`src/rtl/instr_fetch.sv`:
```
// Fetch stage: drives the synchronous-read instruction BRAM and holds the IF/ID register.
// Optional performance counters are enabled with `define IFETCH_PERF_CNT_EN.
module instr_fetch #(
    parameter int unsigned          PC_WIDTH = 9,
    parameter logic [PC_WIDTH-1:0]  RESET_PC = '0
) (
    input  logic                clk,
    input  logic                reset,
    input  logic                run,
    output logic [PC_WIDTH-1:0] imem_addr,
    output logic                imem_en,
    input  logic [31:0]         imem_rdata,
    input  logic                stall_in,
    input  logic                redirect_valid,
    input  logic [PC_WIDTH-1:0] redirect_target,
    input  logic                user_resume,
    output logic [31:0]         if_instr,
    output logic [PC_WIDTH-1:0] if_pc,
    output logic                if_valid,
    output logic                user_stalled,
    output logic                la_trigger
`ifdef IFETCH_PERF_CNT_EN
    ,
    output logic [31:0]         fetch_count,
    output logic [31:0]         bubble_count
`endif
);

    typedef enum logic [1:0] {
        S_IDLE,
        S_FETCH,
        S_USR_HALT
    } state_t;

    state_t                state, state_d;
    logic [PC_WIDTH-1:0]   fetch_pc, fetch_pc_d;
    logic [PC_WIDTH-1:0]   f2_pc, f2_pc_d;
    logic                  f2_valid, f2_valid_d;
    logic                  redir_q;
    logic [31:0]           if_instr_d;
    logic [PC_WIDTH-1:0]   if_pc_d;
    logic                  if_valid_d;
    logic                  la_d;
    logic                  capture;
    logic                  halt_hit;

    assign imem_addr = fetch_pc;

    // State and pipeline registers
    always_ff @(posedge clk) begin
        if (reset) begin
            state        <= S_IDLE;
            fetch_pc     <= RESET_PC;
            f2_pc        <= '0;
            f2_valid     <= 1'b0;
            redir_q      <= 1'b0;
            if_instr     <= '0;
            if_pc        <= '0;
            if_valid     <= 1'b0;
            la_trigger   <= 1'b0;
            user_stalled <= 1'b0;
        end else begin
            state        <= state_d;
            fetch_pc     <= fetch_pc_d;
            f2_pc        <= f2_pc_d;
            f2_valid     <= f2_valid_d;
            redir_q      <= redirect_valid;
            if_instr     <= if_instr_d;
            if_pc        <= if_pc_d;
            if_valid     <= if_valid_d;
            la_trigger   <= la_d;
            user_stalled <= (state_d == S_USR_HALT);
        end
    end

    // Next-state, BRAM enable and IF/ID load logic
    always_comb begin
        state_d    = state;
        fetch_pc_d = fetch_pc;
        f2_pc_d    = f2_pc;
        f2_valid_d = f2_valid;
        if_instr_d = if_instr;
        if_pc_d    = if_pc;
        if_valid_d = if_valid;
        la_d       = 1'b0;

        // The read for a redirect target is issued even under a hazard stall
        imem_en  = (state == S_FETCH) && (!stall_in || redir_q);
        capture  = !redirect_valid && !stall_in;
        halt_hit = capture && f2_valid && imem_rdata[30];

        unique case (state)
            S_IDLE: begin
                if (run) state_d = S_FETCH;
            end
            S_FETCH: begin
                if (!run)          state_d = S_IDLE;
                else if (halt_hit) state_d = S_USR_HALT;
            end
            S_USR_HALT: begin
                if (user_resume) state_d = run ? S_FETCH : S_IDLE;
            end
            default: state_d = S_IDLE;
        endcase

        if (imem_en) begin
            f2_pc_d    = fetch_pc;
            f2_valid_d = 1'b1;
            fetch_pc_d = fetch_pc + PC_WIDTH'(1);
        end

        if (capture) begin
            if (f2_valid) begin
                if_instr_d = imem_rdata;
                if_pc_d    = f2_pc;
                if_valid_d = 1'b1;
                la_d       = imem_rdata[31];
            end else begin
                if_instr_d = '0;
                if_valid_d = 1'b0;
            end
        end

        // Leaving FETCH or halting drops the younger read and rewinds behind the last captured one
        if (state == S_FETCH && !run) begin
            f2_valid_d = 1'b0;
            fetch_pc_d = f2_valid ? (f2_pc + PC_WIDTH'(1)) : fetch_pc;
        end else if (halt_hit) begin
            f2_valid_d = 1'b0;
            fetch_pc_d = f2_pc + PC_WIDTH'(1);
        end

        if (redirect_valid) begin
            state_d    = run ? S_FETCH : S_IDLE;
            fetch_pc_d = redirect_target;
            f2_valid_d = 1'b0;
            if_instr_d = '0;
            if_valid_d = 1'b0;
        end
    end

`ifdef IFETCH_PERF_CNT_EN
    // Capture counters; both hold while stalled or redirected
    always_ff @(posedge clk) begin
        if (reset) begin
            fetch_count  <= '0;
            bubble_count <= '0;
        end else begin
            if (capture && f2_valid)
                fetch_count <= fetch_count + 32'd1;
            if (capture && !f2_valid && state != S_IDLE)
                bubble_count <= bubble_count + 32'd1;
        end
    end
`endif

endmodule

```
`config.mk`:
```
export PLATFORM = sky130hd
export DESIGN_NAME = instr_fetch
export DESIGN_NICKNAME = d
export VERILOG_FILES = /design/src/rtl/instr_fetch.sv
export SDC_FILE = /design/constraint.sdc
export NUM_CORES = 1
export LEC_CHECK = 0
export ABC_AREA = 1
export BUFFER_PORTS_ARGS = -buffer_cell sky130_fd_sc_hd__buf_2
export CORE_AREA = 2 2 80 82
export DETAILED_ROUTE_END_ITERATION = 7
export DIE_AREA = 0 0 82 84
export HOLD_SLACK_MARGIN = 0.12
export PLACE_DENSITY_LB_ADDON = 0.2
export SLEW_MARGIN = 20
export SYNTH_ARGS = -nofsm -noshare
export SYNTH_HDL_FRONTEND = slang
export SYNTH_SLANG_ARGS = --single-unit
```
`constraint.sdc`:
```
create_clock -name clk -period 1.52 [get_ports clk]
set_input_delay 0.076 -clock clk [delete_from_list [all_inputs] [get_ports clk]]
set_output_delay 0.076 -clock clk [all_outputs]
set_load 0.01 [all_outputs]
```
### Word-level counts from Yosys, hierarchy flattened

Cells that the tools add are included.

| storage, ports and cells | value |
|---|---|
| register bits | 66 |
| output and inout port bits | 54 |
| word-level logic and storage cells | 48 |
| input port bits | 47 |

| cells by class | value |
|---|---|
| multiplexer cells | 14 |
| equality and inequality tests | 4 |
| add/subtract/negate cells | 2 |
| reduce and logical (&&, ||, !) cells | 16 |
| bitwise operators | 2 |

Operator list:

| kind | number |
|---|---|
| $mux 9 | 5 |
| $mux 32 | 1 |
| $add 9x1->9 const B | 2 |
| $mux 2 | 5 |
| $pmux 2 s3 | 1 |
| $logic_and 1x1->1 | 5 |
| $eq 2x2->1 const B | 2 |
| $reduce_and 2->1 | 2 |
| $reduce_bool 4->1 | 1 |
| $reduce_or 4->1 | 1 |
| $logic_not 1->1 | 3 |
| $ne 3x3->1 const B | 1 |
| $reduce_or 3->1 | 1 |
| $eq 2x1->1 const B | 1 |
| $logic_not 2->1 | 1 |
| $mux 1 | 2 |
| $not 1->1 | 2 |
| $reduce_or 2->1 | 1 |
| $logic_or 1x1->1 | 1 |

### Longest topological paths before layout

| depth | value |
|---|---|
| depth after elaboration | 9 |
| depth in mapped cells | 11 |
| depth with buffers taken out | 10 |

### Least setup slack after synthesis

No wires, ideal clock.

| timing path | value |
|---|---|
| path kind | register to register |
| start point | register fetch_pc[0], in the netlist imem_addr[0] |
| end point | register fetch_pc[8], in the netlist imem_addr[8] |
| stages on the path, launching flop included | 9 |
| buffers on the path | 0 |
| period minus slack after synthesis | 1.272 ns |
| setup time | 0.130 ns |
| required time | 1.390 ns |
| setup slack | 0.248 ns |
| arrival time | 1.142 ns |
| cell sequence | dfxtp_1 -> ha_1 -> nand2_1 -> nor2_1 -> nand2_1 -> nand2_1 -> nand3_1 -> nand3_1 -> a21oi_1 |

| on the way | value |
|---|---|
| longest elaborated chain between the ends | 5 |

Ends and longest elaborated chain:

| element | RTL line | text |
|---|---|---|
| from (decl) | 36 | `logic [PC_WIDTH-1:0] fetch_pc, fetch_pc_d;` |
| from (signal assigned) | 64 | `fetch_pc <= fetch_pc_d;` |
| $add 9x1->9 | 109 | `fetch_pc_d = fetch_pc + PC_WIDTH'(1);` |
| $mux 9 | 106 | `if (imem_en) begin` |
| $mux 9 | 128 | `end else if (halt_hit) begin` |
| $mux 9 | 125 | `if (state == S_FETCH && !run) begin` |
| $mux 9 | 133 | `if (redirect_valid) begin` |

Every way passes these cells. The select of a mux whose other input is x is not followed.
A chain may end at the register's enable or synchronous reset.

### Worst setup path after layout

| timing path | value |
|---|---|
| start point | register state[0] |
| end point | output port imem_en |

| on the way | value |
|---|---|
| longest elaborated chain between the ends | 2 |

Ends and longest elaborated chain:

| element | RTL line | text |
|---|---|---|
| from (decl) | 35 | `state_t state, state_d;` |
| from (signal assigned) | 63 | `state <= state_d;` |
| $eq 2x1->1 | 88 | `imem_en = (state == S_FETCH) && (!stall_in \|\| redir_q);` |
| $logic_and 1x1->1 | 88 |  |
| to (decl) | 11 | `output logic imem_en,` |

Every way passes these cells.

==> results.yml <==
timing:
  max_freq_mhz: 697
  rsz0062_at_grt: "yes"
  final_max_slew_viol_count: 0
  hold_viol: 0
  tightest_slew_ns: 0.544
  slew_headroom_pct: 63.7
  period_share_pct: 94.4
  fin_crit_ns: 1.43
  fin_skew_ns: 0.00715
  setup_viol: 0
floorplanning:
  die_x_um: 82
  die_h_um: 84
  rows: 29
  num_io_pins: 101
  core-area_um2: 6100
  die_area_um2: 6890
  start_util_pct: 48.0
layout:
  layout_commonest_cell: "nand2_1"
  design_area_um2: 4120
  layout-drive-gt1-share_pct: 27.0
  utilization_pct: 67.6
  final_cell_mix: "nand2_1, buf_2, dfxtp_1"
  num-fill-cells: 528
  n_antenna_cell: 0
  fin_nets: 607
  area_growth_pct: 40.9
critical_path:
  cpPeakStageDelay_ns: 0.37
  rr_worst_depth: 5
  path_class: "register to primary output"
  r2r_slack_ns: 0.10
  crit_end: "imem_en"
  cpMostUsedCell: "inv_2"
  required_ns: 1.44
  cp-end-kind: "primary output"
  crit_path_top_delay_cell: "dfxtp_2"
  r2r_end: "la_trigger$_SDFF_PP0_"
  crit_start: "state[0]$_SDFF_PP0_"
  crit_arrival_ns: 1.36
  cp_max_fo: 18
  crit_chain: "inv_2 -> nor2_4 -> nand2_4 -> buf_4 -> inv_2 -> buf_2"
  r2r_start: "f2_valid$_SDFFE_PP0P_"
  cp-start-kind: "register"
drt:
  firstDrtPassIters: 4
  route.met3.wl_um: 526
  met1_length_mm: 3.54
  first_iter_violations: 126
  vias: 3132
  drc: 0
  wl_met2_mm: 3.52
  viasPerCell: 4.89
  top_layer: "met4"
  drtAntennaViolNets: 0
  wl_per_cell_um: 12.2
  routed_wl_mm: 7.80
yosys:
  async_reset_ff_share_pct: 0
  ys_seq_area_share_pct: 45.2
  synth_fp_nets: 459
  netlist_instances: 410
  yosys.cell_types.count: 32
  syn_area_um2: 2930
  avgSynthCellArea_um2: 7.13
  ys.warnings.count: 0
  ys_ff_latch: 66
  synth_edf_count: 0
  synth_ff_type: "dfxtp_1"
outcome:
  status: "complete, no violations"
grt:
  grt.overflow.total: 0
  track_usage_pct: 23.7
  antenna_found_initial: 0
  grt_max_degree: 34
  grt_first_pass_wirelength_mm: 12.8
  grt_pass1_vias: 2895
clock_tree:
  cts-buffers-inserted: 9
  h-tree-depth: 3
  insertion_delay_ns: 0.34
  cts.sinks: 66
  clk_path_buf_depth: 2
  path_clk_slew_ns: 0.07
  cts_tree: "yes"
  cts-root-buf: "clkbuf_8"
placed_design:
  place_area_um2: 3510
  io_buffers: 100
  routabilityCongestion: 0.839
  dp_hpwl_mm: 5.22
flow_run:
  maxCapViolations: 0
power:
  p_per_area_nw_per_um2: 874
  ir_drop_mv: 0.612
  p_leak_uw: 0.00191
min_path:
  hp-class: "input pin to register"
## power by group
group          leakage, uW  internal, uW  switching, uW
clock            0.0000891           587            679
combinational      0.00129           243            268
sequential        0.000536          1780           51.1
total              0.00191          2610            998
## worst min-delay path by stage
stage,startpoint,to,cells past startpoint
floorplan,run,state[0]$_SDFF_PP0_,1
global placement,imem_rdata[11],if_instr[11]$_SDFFE_PP0N_,3
detailed placement,imem_rdata[31],la_trigger$_SDFF_PP0_,3
CTS,redirect_target[4],imem_addr[4]$_SDFFE_PP0P_,5
global route,redirect_target[4],imem_addr[4]$_SDFFE_PP0P_,5
finish,redirect_target[4],imem_addr[4]$_SDFFE_PP0P_,5
## critical path: cells and delay by family, from the launching register on
kind,cells,cell delay (ns)
buffers and inverters,4,0.48
DFF,1,0.37
and+or+nand+nor,2,0.18
## layout make-up
type	count	area [um^2]	area share, %
well taps	77	96.3	2.34
flip-flops and latches	66	1320	32.1
clock inverters	7	45.0	1.09
clock buffers	9	124	3.00
repair buffers	156	1040	25.2
multi-input cells	292	1370	33.2
inverters	33	126	3.07
## synthesized netlist by cell type, types with 4 or more instances
master	instances	area, um^2
dfxtp_1	66	1320
inv_2	5	18.8
inv_1	27	101
buf_2	8	40.0
nand3_2	4	40.0
nand2_1	117	439
o21ai_0	21	105
o21ai_1	4	20.0
buf_4	4	30.0
xor2_1	4	35.0
nand2_4	4	45.0
nor2_1	50	188
nand3_1	16	80.1
a21oi_1	53	265
## metrics by stage
stage | TNS (ns) | setup slack, ns | total power, uW | hold slack [ns] | cells
global placement | 0 | 0.167 | 2280 | 0.325 | 580
CTS | 0 | 0.0270 | 3630 | 0.126 | 638
global route | -0.0615 | -0.0374 | 3790 | 0.165 | 640
finish | 0 | 0.0853 | 3600 | 0.137 | 640
floorplan | 0 | 0.248 | 2120 | 0.209 | 410
detailed placement | 0 | 0.112 | 2280 | 0.330 | 580
## repair_timing
action,4_1_cts,5_1_grt
resized for setup,1,3
hold endpoints to repair,42,0
cloned,0,0
hold buffers,42,0
endpoints found under the setup margin,1,10
setup buffers,0,2
pin swaps,0,1
## layer usage
metal	GRT usage, %	up-vias
met5	0	-
li1	-	1607
met4	12.1	0
met2	37.3	106
met3	5.30	20
met1	30.0	1399
## registers in the layout, indices dropped and copies added (netlist names)
register,flops
if_valid,1
if_instr,32
if_pc,9
imem_addr,9
f2_pc,9
state,2
redir_q,1
la_trigger,1
user_stalled,1
f2_valid,1
## kinds of logic after synthesis
kind of cell | synth area share (%)
and+or+nand+nor | 29.7
AOI/OAI and AO/OA | 14.7
DFF | 45.2
buffers and inverters | 8.08
xor gates and xnor gates | 1.50
adders and majority gates | 0.855
(Power assumes the default switching activity.)
